## src/rtl/usb_pkg.sv

```systemverilog
// usb_pkg: shared constants and types for the USB full-speed transmit path.
//   - tx_packet_t : request codes driven by the endpoint controller
//   - tx_state_t  : transmitter FSM states
//   - PID / SYNC byte values, CRC16 parameters, line-state encodings
//   - pid_of()    : maps a request code to the PID byte placed on the wire
package usb_pkg;

  localparam int BIT_PERIOD_DEF = 8;

  typedef enum logic [2:0] {
    TX_NONE  = 3'd0,
    TX_DATA0 = 3'd1,
    TX_ACK   = 3'd2,
    TX_NAK   = 3'd3,
    TX_STALL = 3'd4
  } tx_packet_t;

  typedef enum logic [2:0] {
    ST_IDLE, ST_SYNC, ST_PID, ST_DATA, ST_CRC, ST_EOP
  } tx_state_t;

  localparam logic [7:0] SYNC_BYTE = 8'h80;
  localparam logic [7:0] PID_DATA0 = 8'hC3;
  localparam logic [7:0] PID_ACK   = 8'hD2;
  localparam logic [7:0] PID_NAK   = 8'h5A;
  localparam logic [7:0] PID_STALL = 8'h1E;

  localparam logic [15:0] CRC16_POLY_REFL = 16'hA001;
  localparam logic [15:0] CRC16_INIT      = 16'hFFFF;

  // {d_plus, d_minus}
  localparam logic [1:0] LINE_J   = 2'b10;
  localparam logic [1:0] LINE_K   = 2'b01;
  localparam logic [1:0] LINE_SE0 = 2'b00;

  function automatic logic [7:0] pid_of(input logic [2:0] code);
    case (code)
      TX_DATA0: return PID_DATA0;
      TX_ACK:   return PID_ACK;
      TX_NAK:   return PID_NAK;
      TX_STALL: return PID_STALL;
      default:  return 8'h00;
    endcase
  endfunction

endpackage

```

## src/rtl/usb_tx_if.sv

```systemverilog
// usb_tx_if: request / data-buffer / bus-line bundle of the USB transmitter.
//   master : endpoint controller + data buffer side (drives request, occupancy, head byte)
//   slave  : usb_tx (drives pop strobe, status and the d_plus/d_minus lines)
interface usb_tx_if;
  logic [2:0] tx_packet;
  logic [6:0] buffer_occupancy;
  logic [7:0] tx_packet_data;
  logic       get_tx_packet_data;
  logic       tx_transfer_active;
  logic       tx_error;
  logic       d_plus;
  logic       d_minus;

  modport master (
    output tx_packet, buffer_occupancy, tx_packet_data,
    input  get_tx_packet_data, tx_transfer_active, tx_error, d_plus, d_minus
  );

  modport slave (
    input  tx_packet, buffer_occupancy, tx_packet_data,
    output get_tx_packet_data, tx_transfer_active, tx_error, d_plus, d_minus
  );
endinterface

```

## src/rtl/usb_tx_crc16.sv

```systemverilog
// usb_tx_crc16: bit-serial CRC16 (reflected 0x8005), LSB-first data.
//   clk, n_rst : clock, async active-low reset (register -> 0xFFFF)
//   i_clr      : reload the initial value
//   i_en       : fold i_bit into the register this cycle
//   o_crc      : complemented register, ready to transmit LSB first
module usb_tx_crc16 import usb_pkg::*; (
  input  logic        clk,
  input  logic        n_rst,
  input  logic        i_clr,
  input  logic        i_en,
  input  logic        i_bit,
  output logic [15:0] o_crc
);
  logic [15:0] r_crc;
  logic        w_fb;

  assign w_fb  = r_crc[0] ^ i_bit;
  assign o_crc = ~r_crc;

  always_ff @(posedge clk or negedge n_rst) begin
    if (!n_rst)     r_crc <= CRC16_INIT;
    else if (i_clr) r_crc <= CRC16_INIT;
    else if (i_en)  r_crc <= (r_crc >> 1) ^ (w_fb ? CRC16_POLY_REFL : 16'h0000);
  end
endmodule

```

## src/rtl/usb_tx.sv

```systemverilog
// usb_tx: USB full-speed packet transmitter (handshakes and DATA0).
//   clk, n_rst : clock, async active-low reset (lines forced to idle J)
//   bus        : usb_tx_if.slave -- tx_packet request, buffer occupancy/head byte,
//                pop strobe, tx_transfer_active, tx_error, d_plus/d_minus
// Serialises SYNC, PID, payload, CRC16 and EOP with bit stuffing and NRZI,
// each wire bit held BIT_PERIOD clocks. All wire decisions are made on the
// last clock of the current bit, so the registered lines change on bit edges.
module usb_tx import usb_pkg::*; #(
  parameter int BIT_PERIOD  = BIT_PERIOD_DEF,
  parameter int MAX_PAYLOAD = 64
) (
  input  logic     clk,
  input  logic     n_rst,
  usb_tx_if.slave  bus
);
  localparam int TW = (BIT_PERIOD > 1) ? $clog2(BIT_PERIOD) : 1;
  localparam int BW = $clog2(MAX_PAYLOAD + 1);

  tx_state_t   r_state, w_state;
  logic [TW-1:0] r_timer, w_timer;
  logic [15:0] r_shift, w_shift;
  logic [3:0]  r_bitcnt, w_bitcnt;
  logic [2:0]  r_ones, w_ones;
  logic [BW-1:0] r_bytes, w_bytes;
  logic [7:0]  r_pid, w_pid;
  logic        r_data0, w_data0;
  logic        r_nrzi, w_nrzi;       // 1 = J
  logic        r_active, w_active;
  logic        r_err, w_err;
  logic [1:0]  r_line, w_line;

  logic        w_bnd, w_emit, w_bit, w_stuff, w_get, w_eop_done;
  logic        w_crc_clr, w_crc_en, w_can_load, w_valid, w_rsvd;
  logic [3:0]  w_last;
  logic [15:0] w_crc;

  usb_tx_crc16 u_crc (
    .clk   (clk),
    .n_rst (n_rst),
    .i_clr (w_crc_clr),
    .i_en  (w_crc_en),
    .i_bit (w_bit),
    .o_crc (w_crc)
  );

  assign w_bnd      = (r_state != ST_IDLE) && (r_timer == TW'(BIT_PERIOD - 1));
  assign w_last     = (r_state == ST_CRC) ? 4'd15 : 4'd7;
  assign w_can_load = (bus.buffer_occupancy != 7'd0) && (r_bytes < BW'(MAX_PAYLOAD));
  assign w_valid    = (bus.tx_packet >= 3'd1) && (bus.tx_packet <= 3'd4);
  assign w_rsvd     = (bus.tx_packet >= 3'd5);

  always_comb begin
    w_state = r_state;  w_timer = r_timer + TW'(1);
    w_shift = r_shift;  w_bitcnt = r_bitcnt;  w_ones = r_ones;
    w_bytes = r_bytes;  w_pid = r_pid;  w_data0 = r_data0;
    w_nrzi = r_nrzi;  w_active = r_active;  w_err = r_err;  w_line = r_line;
    w_emit = 1'b0;  w_bit = 1'b0;  w_stuff = 1'b0;  w_get = 1'b0;
    w_crc_clr = 1'b0;  w_crc_en = 1'b0;  w_eop_done = 1'b0;

    if (r_state == ST_IDLE || w_bnd) w_timer = '0;

    if (w_bnd) begin
      unique case (r_state)
        ST_SYNC: begin
          w_emit = 1'b1;
          if (r_bitcnt == 4'd7) begin
            w_state = ST_PID;  w_shift = {8'h00, r_pid};  w_bitcnt = 4'd0;  w_bit = r_pid[0];
          end else begin
            w_shift = r_shift >> 1;  w_bitcnt = r_bitcnt + 4'd1;  w_bit = r_shift[1];
          end
        end
        ST_PID, ST_DATA, ST_CRC: begin
          if (r_ones == 3'd6) begin
            // stuff bit: shifter and CRC hold, field position unchanged
            w_stuff = 1'b1;  w_emit = 1'b1;  w_bit = 1'b0;  w_ones = 3'd0;
          end else if (r_bitcnt != w_last) begin
            w_emit = 1'b1;  w_shift = r_shift >> 1;  w_bitcnt = r_bitcnt + 4'd1;  w_bit = r_shift[1];
          end else if (r_state == ST_CRC || (r_state == ST_PID && !r_data0)) begin
            w_state = ST_EOP;  w_bitcnt = 4'd0;  w_line = LINE_SE0;
          end else if (w_can_load) begin
            // FWFT buffer: head byte is captured on the same edge that pops it
            w_state = ST_DATA;  w_shift = {8'h00, bus.tx_packet_data};  w_bitcnt = 4'd0;
            w_bytes = r_bytes + BW'(1);  w_get = 1'b1;  w_emit = 1'b1;  w_bit = bus.tx_packet_data[0];
          end else begin
            w_state = ST_CRC;  w_shift = w_crc;  w_bitcnt = 4'd0;  w_emit = 1'b1;  w_bit = w_crc[0];
          end
        end
        ST_EOP: begin
          if (r_bitcnt == 4'd0) begin
            w_bitcnt = 4'd1;
          end else if (r_bitcnt == 4'd1) begin
            w_bitcnt = 4'd2;  w_line = LINE_J;  w_nrzi = 1'b1;
          end else begin
            w_state = ST_IDLE;  w_active = 1'b0;  w_bitcnt = 4'd0;  w_eop_done = 1'b1;
          end
        end
        default: ;
      endcase
    end

    if (w_emit) begin
      w_nrzi = w_bit ? r_nrzi : ~r_nrzi;
      w_line = w_nrzi ? LINE_J : LINE_K;
      if (!w_stuff) begin
        // SYNC bits never count toward stuffing; only payload feeds the CRC
        if (w_state != ST_SYNC) w_ones = w_bit ? r_ones + 3'd1 : 3'd0;
        if (w_state == ST_DATA) w_crc_en = 1'b1;
      end
    end

    // Requests are taken in IDLE or on the edge that ends the EOP J bit.
    if (r_state == ST_IDLE || w_eop_done) begin
      if (w_valid) begin
        w_state = ST_SYNC;  w_active = 1'b1;  w_err = 1'b0;
        w_pid = pid_of(bus.tx_packet);  w_data0 = (bus.tx_packet == TX_DATA0);
        w_shift = {8'h00, SYNC_BYTE};  w_bitcnt = 4'd0;  w_ones = 3'd0;  w_bytes = '0;
        w_timer = '0;  w_crc_clr = 1'b1;
        // first SYNC bit is 0: toggle from idle J to K
        w_nrzi = 1'b0;  w_line = LINE_K;
      end else if (w_rsvd) begin
        w_err = 1'b1;
      end
    end
  end

  always_ff @(posedge clk or negedge n_rst) begin
    if (!n_rst) begin
      r_state <= ST_IDLE;  r_timer <= '0;  r_shift <= '0;  r_bitcnt <= '0;
      r_ones <= '0;  r_bytes <= '0;  r_pid <= '0;  r_data0 <= 1'b0;
      r_nrzi <= 1'b1;  r_active <= 1'b0;  r_err <= 1'b0;  r_line <= LINE_J;
    end else begin
      r_state <= w_state;  r_timer <= w_timer;  r_shift <= w_shift;  r_bitcnt <= w_bitcnt;
      r_ones <= w_ones;  r_bytes <= w_bytes;  r_pid <= w_pid;  r_data0 <= w_data0;
      r_nrzi <= w_nrzi;  r_active <= w_active;  r_err <= w_err;  r_line <= w_line;
    end
  end

  assign bus.d_plus             = r_line[1];
  assign bus.d_minus            = r_line[0];
  assign bus.tx_transfer_active = r_active;
  assign bus.tx_error           = r_err;
  assign bus.get_tx_packet_data = w_get;
endmodule

```

## src/flat_wrapper.sv

```systemverilog
// flat-port wrapper written by rule: the top's interface ports become plain ports
module usb_tx_flat import usb_pkg::*;
#(
  parameter int BIT_PERIOD  = BIT_PERIOD_DEF,
  parameter int MAX_PAYLOAD = 64
)
  (clk, n_rst, bus_tx_packet, bus_buffer_occupancy, bus_tx_packet_data, bus_get_tx_packet_data, bus_tx_transfer_active, bus_tx_error, bus_d_plus, bus_d_minus);
  usb_tx_if bus_i ();
  input  logic clk;
  input  logic n_rst;
  input wire logic [$bits(bus_i.tx_packet)-1:0] bus_tx_packet;
  input wire logic [$bits(bus_i.buffer_occupancy)-1:0] bus_buffer_occupancy;
  input wire logic [$bits(bus_i.tx_packet_data)-1:0] bus_tx_packet_data;
  output wire logic [$bits(bus_i.get_tx_packet_data)-1:0] bus_get_tx_packet_data;
  output wire logic [$bits(bus_i.tx_transfer_active)-1:0] bus_tx_transfer_active;
  output wire logic [$bits(bus_i.tx_error)-1:0] bus_tx_error;
  output wire logic [$bits(bus_i.d_plus)-1:0] bus_d_plus;
  output wire logic [$bits(bus_i.d_minus)-1:0] bus_d_minus;
  assign bus_i.tx_packet = bus_tx_packet;
  assign bus_i.buffer_occupancy = bus_buffer_occupancy;
  assign bus_i.tx_packet_data = bus_tx_packet_data;
  assign bus_get_tx_packet_data = bus_i.get_tx_packet_data;
  assign bus_tx_transfer_active = bus_i.tx_transfer_active;
  assign bus_tx_error = bus_i.tx_error;
  assign bus_d_plus = bus_i.d_plus;
  assign bus_d_minus = bus_i.d_minus;
  usb_tx #(.BIT_PERIOD(BIT_PERIOD), .MAX_PAYLOAD(MAX_PAYLOAD)) u_core (.clk(clk), .n_rst(n_rst), .bus(bus_i));
endmodule
```

## config.mk

```make
export PLATFORM = sky130hd
export DESIGN_NAME = usb_tx_flat
export DESIGN_NICKNAME = d
export VERILOG_FILES = /design/src/rtl/usb_pkg.sv /design/src/rtl/usb_tx_if.sv /design/src/rtl/usb_tx_crc16.sv /design/src/rtl/usb_tx.sv /design/src/flat_wrapper.sv
export SDC_FILE = /design/constraint.sdc
export NUM_CORES = 1
export LEC_CHECK = 0
export ABC_AREA = 1
export BUFFER_PORTS_ARGS = -buffer_cell sky130_fd_sc_hd__buf_2
export CAP_MARGIN = 25
export CORE_UTILIZATION = 45
export CTS_BUF_LIST = sky130_fd_sc_hd__clkbuf_8
export CTS_CLUSTER_DIAMETER = 200
export DETAILED_ROUTE_END_ITERATION = 16
export PLACE_DENSITY = 0.59
export SYNTH_ARGS = -nofsm -noshare
export SYNTH_HDL_FRONTEND = slang
export SYNTH_SLANG_ARGS = --single-unit
```

## constraint.sdc

```tcl
create_clock -name clk -period 2.5 [get_ports clk]
set_clock_uncertainty 0.2 [all_clocks]
set_input_delay 0.5 -clock clk [delete_from_list [all_inputs] [get_ports clk]]
set_output_delay 0.5 -clock clk [all_outputs]
set_load 0.005 [all_outputs]
```

[Word level (Yosys, flattened, before mapping)]
Cells that the tools add are included.
Word-level totals
  bits in registers: 66
  input bits: 20
  output and inout port bits: 5
Operators by class
  add/sub/neg operators: 4
  order comparisons: 4
  eq/ne operators: 16
  mux-type cells: 111
  bitwise operators: 4
  reduce and logical (&&, ||, !) cells: 17
Operator list (count)
  $mux W16: 10
  $mux W3: 22
  $mux W7: 8
  $mux W1: 44
  $mux W4: 8
  $pmux W16 S2: 1
  $pmux W8 S4: 1
  $mux W2: 11
  $not A16 Y16: 1
  $xor A15 B16 Y16: 1
  $eq A3 B2 Y1 const B: 5
  $eq A3 B3 Y1 const B: 5
  $mux W15: 1
  $pmux W4 S3: 1
  $pmux W3 S3: 1
  $add A7 B1 Y7 const B: 1
  $lt A7 B7 Y1 const B: 1
  $reduce_bool A7 Y1: 1
  $add A3 B1 Y3 const B: 2
  $eq A3 B1 Y1 const B: 2
  $add A4 B1 Y4 const B: 1
  $eq A4 B1 Y1 const B: 1
  $eq A4 B3 Y1 const B: 1
  $logic_and A1 B1 Y1: 4
  17 further kinds: 22

[Longest topological paths before layout]
  depth after elaboration: 14
  depth in mapped cells: 16

[Hierarchy]
A second synthesis with hierarchy kept.
Unflattened totals
  cells, all modules: 502
  area, all modules: 3980.1 um^2
Modules (own cells, without submodules)
  usb_tx: times used 1, cells each 434, area an instance 3229.3 um^2, sequential area each 1178.6 um^2
  usb_tx_crc16: times used 1, cells each 68, area an instance 750.7 um^2, sequential area each 420.4 um^2

[Worst setup path before layout]
OpenSTA, ideal clock, no wires.
  path kind: reg-to-output
  start: register u_core.r_ones[0]
  end: output port bus_get_tx_packet_data
  arrival: 1421 ps
  required time: 1800 ps
  setup slack: 379 ps
  cell stages (with the launch flop): 8
  buffers on the path: 0
  cells stage by stage: dfrtp_1 inv_1 ha_1 nand2_1 inv_1 nor2_4 nand2_1 nor2_2
Between the ends
  longest elaborated chain between the ends: 4
Ends and longest elaborated chain
  start, declared: line usb_tx.sv:23  | logic [2:0] r_ones, w_ones;
  start signal, assigned: line usb_tx.sv:133  | r_ones <= w_ones; r_bytes <= w_bytes; r_pid <= w_pid; r_data0 <= w_data0;
  $eq A3 B3 Y1: line usb_tx.sv:73  | if (r_ones == 3'd6) begin
  $mux W1: line usb_tx.sv:73
  $mux W1: line usb_tx.sv:63  | unique case (r_state)
  $mux W1: line usb_tx.sv:62  | if (w_bnd) begin
  end, declared: line flat_wrapper.sv:14  | output wire logic [$bits(bus_i.get_tx_packet_data)-1:0] bus_get_tx_packet_data;
Every way passes these cells.

[Worst setup path in the final report]
  start: register u_core.r_state[1]
  end: output port bus_get_tx_packet_data
Between the ends
  longest elaborated chain between the ends: 8
  elaborated cells on any way between the ends: 15
  those cells by class: eq/ne: 4; mux: 6; reduce/logical: 5
Ends and longest elaborated chain
  start, declared: line usb_tx.sv:19  | tx_state_t r_state, w_state;
  start signal, assigned: line usb_tx.sv:132  | r_state <= w_state; r_timer <= w_timer; r_shift <= w_shift; r_bitcnt <= w_bitcnt;
  parallel branches: the longest is 7 deep, another holds $mux W4
  $mux W1 (*): line usb_tx.sv:62
Every way passes the cells marked *.

==> impl_metrics.py <==
metrics = {
    "run_status": {
        "status": "finished, final reports clean",
    },
    "synthesis": {
        "avgSynthCellArea_um2": 7.92,
        "syn_area_mm2": 0.00397,
        "syn_inst": 501,
        "synthTopCellsByArea": "dfrtp_1 (29%), dfstp_2 (12%), nand2_1 (6.6%)",
        "synth_flop_cell": "dfrtp_1",
        "ys_ff_latch": 64,
        "async_reset_ff_share_pct": 100,
        "synthesis.nets": 529,
        "synth_cell_types": 44,
        "yosysTopAreaCell": "dfrtp_1",
        "netlist.area_leader.share_pct": 29.0,
        "seq_area_frac_synth_pct": 40.9,
        "yosysWarnings": 0,
        "synth-edff-count": 0,
    },
    "clock_tree": {
        "cts.sink_count": 64,
        "clockBufferDepth": 2,
        "worstSkewPairLatency_ps": 350,
        "cts_tree": "done",
        "numCtsBuffers": 9,
        "cts_htree_levels": 3,
        "clk_pin_slew_ps": 80,
        "cts_root_buf": "clkbuf_8",
    },
    "timing": {
        "drv_slew": 0,
        "tightest_slew_ps": 453,
        "post-route-period-util_pct": 97.4,
        "tns_ps": 0,
        "period_minus_slack_ps": 2430,
        "hold_viol": 0,
        "max_freq_mhz": 411,
        "maxSlewHeadroom_pct": 69.5,
        "setup_violations": 0,
        "hold_slack_ps": 224,
        "layout_setup_ws_ps": 65.8,
        "rsz0062_at_grt": "true",
    },
    "placed_design": {
        "numPortBuffers": 24,
        "dpl_cell_area_mm2": 0.00432,
        "globalplace.congestion": 0.938,
        "place_ws_ps": 55.7,
        "hpwl_um": 7620,
    },
    "global_route": {
        "grt_pass1_vias": 3638,
        "grt_use_met2_pct": 39.6,
        "grt_antenna_before_repair": 0,
        "grt_pass1_wl_um": 17700,
        "overflow": 0,
        "grt.met1_usage_pct": 35.6,
        "grt_max_degree": 25,
        "grtUsageMet3_pct": 4.98,
        "grtUsageTotal_pct": 25.4,
        "busiest_layer": "met2",
    },
    "routing": {
        "routed_wl_um": 10500,
        "drc_errors": 0,
        "antenna_left": 0,
        "vias_per_cell": 5.49,
        "wl_per_cell_um": 15.7,
        "drt_iter0_drc": 179,
        "vias": 3681,
        "first_pass_iters": 5,
    },
    "setup_path": {
        "arrival_ps": 1730,
        "path_buf_inv": 1,
        "critPathMaxFanout": 5,
        "crit_required_ps": 1800,
        "cp-end-kind": "output pin",
        "startpoint_type": "flip-flop",
        "crit_type": "flip-flop to output pin",
        "path_common_cell": "nor2_4",
        "max_stage_delay_ps": 480,
        "slowest_stage": "dfrtp_2",
        "crit_chain": "nor2_4 > nand2_4 > nand2_4 > nand3_4 > nor2_4 > nand2_2 > nor2_4 > buf_2",
        "crit_family": "simple AND/OR/NAND/NOR gates",
    },
    "finish": {
        "nets": 588,
        "area_growth_pct": 19.6,
        "fillers": 782,
        "final_area_mm2": 0.00474,
        "final_common_cell": "nand2_1",
        "drive_above_1_share_pct": 29.2,
        "final_cell_mix": "nand2_1 (68), nor2_1 (54), inv_1 (50), a21oi_1 (48), o21ai_0 (47)",
        "num_antenna_cells": 0,
    },
    "floorplanning": {
        "die_width_um": 95.9,
        "start_util_pct": 47.3,
        "core_mm2": 0.00838,
        "die_h_um": 95.9,
        "rows": 33,
        "ioPinCount": 25,
        "die_area_mm2": 0.00919,
    },
    "pwr": {
        "power.total_uw": 2130,
        "p_leak_uw": 0.00229,
        "cellPowerDensity_mw_per_mm2": 450,
        "peakVddDrop_v": 0.000304,
    },
    "flow_run": {
        "maxCapViolCount": 0,
    },
    "min_path": {
        "hold_path.class": "primary input to flip-flop",
    },
}
==> routing by layer <==
metal | up-vias | part of all wire [%]
met5 | - | 0
met4 | 0 | 1.5
met3 | 15 | 3.3
met2 | 88 | 46
met1 | 1763 | 49
li1 | 1815 | -
==> logic make-up (layout without fill, tap and decap cells) <==
| group | count (synthesis) | in the layout | synth area share [%] |
|---|---|---|---|
| AO/OA/AOI/OAI | 140 | 140 | 21.4 |
| XOR/XNOR | 4 | 4 | 0.883 |
| buffers and inverters | 77 | 141 | 7.95 |
| flip-flops | 64 | 64 | 40.9 |
| AND/OR/NAND/NOR | 208 | 208 | 26.3 |
| adder cells (fa/ha/maj) | 8 | 8 | 2.52 |
==> metrics by stage <==
step	util, %	instances
after detailed placement	51.6	639
after global routing	56.6	670
after global placement	51.6	639
after floorplan	-	501
after CTS	55.2	660
final	56.6	670
==> sequential cells by signal, summed over array words and instances (netlist names) <==
name	cells
u_core.u_crc.r_crc	16
u_core.r_shift	15
u_core.r_bytes	7
u_core.r_pid	7
u_core.r_bitcnt	4
u_core.r_ones	3
u_core.r_state	3
u_core.r_timer	3
u_core.r_line	2
u_core.bus.tx_error	1
u_core.bus.tx_transfer_active	1
u_core.r_data0	1
u_core.r_nrzi	1
==> final cells by class <==
type | instances | area (µm²) | area share [%]
clock buffer | 10 | 138 | 2.90
clock inverter | 6 | 92.6 | 1.95
inverter | 63 | 236 | 4.99
multi-input combinational | 360 | 2090 | 44.1
sequential | 64 | 1630 | 34.4
tap | 105 | 131 | 2.77
timing repair buffer | 62 | 424 | 8.94
==> final timing paths <==
check,from,to,slack (ps),cells past startpoint
max in group asynchronous,n_rst,u_core.r_nrzi,1060,3
worst min-delay path,bus_tx_packet[2],u_core.r_pid[6],220,2
worst max-delay path,u_core.r_state[1],bus_get_tx_packet_data,70,8
min in group asynchronous,n_rst,u_core.r_bytes[3],410,2
worst max register to register,u_core.r_state[2],u_core.u_crc.r_crc[5],150,11
worst min register to register,u_core.r_pid[1],u_core.r_pid[1],280,1
==> Yosys cell counts (2+ instances only) <==
library cell,n
a21oi_1,48
a21oi_2,2
a221oi_1,12
a22oi_1,2
buf_2,3
buf_4,3
clkbuf_1,6
dfrtp_1,46
dfstp_2,18
ha_1,8
inv_1,51
inv_2,12
nand2_1,70
nand2_2,11
nand2_4,5
nand3_1,31
nand4_1,4
nor2_1,55
nor2_2,15
nor2_4,5
nor3_1,3
nor3_4,2
o211ai_1,16
o21ai_0,47
o21ai_2,2
o221ai_1,4
xnor2_1,2
xor2_1,2
==> power breakdown <==
part / switching (µW) / internal [µW]
Clock: 448 / 592
Combinational: 35.6 / 20.5
Sequential: 0 / 1040
Total: 484 / 1650
==> timing repair <==
item | CTS | global route
hold endpoints to repair | 6 | 0
hold buffers | 1 | 0
setup endpoints to repair | 1 | 17
resized for setup | 10 | 11
pin swaps | 2 | 4
buffers inserted | 4 | 10
Power figures use the tool's default switching activity.
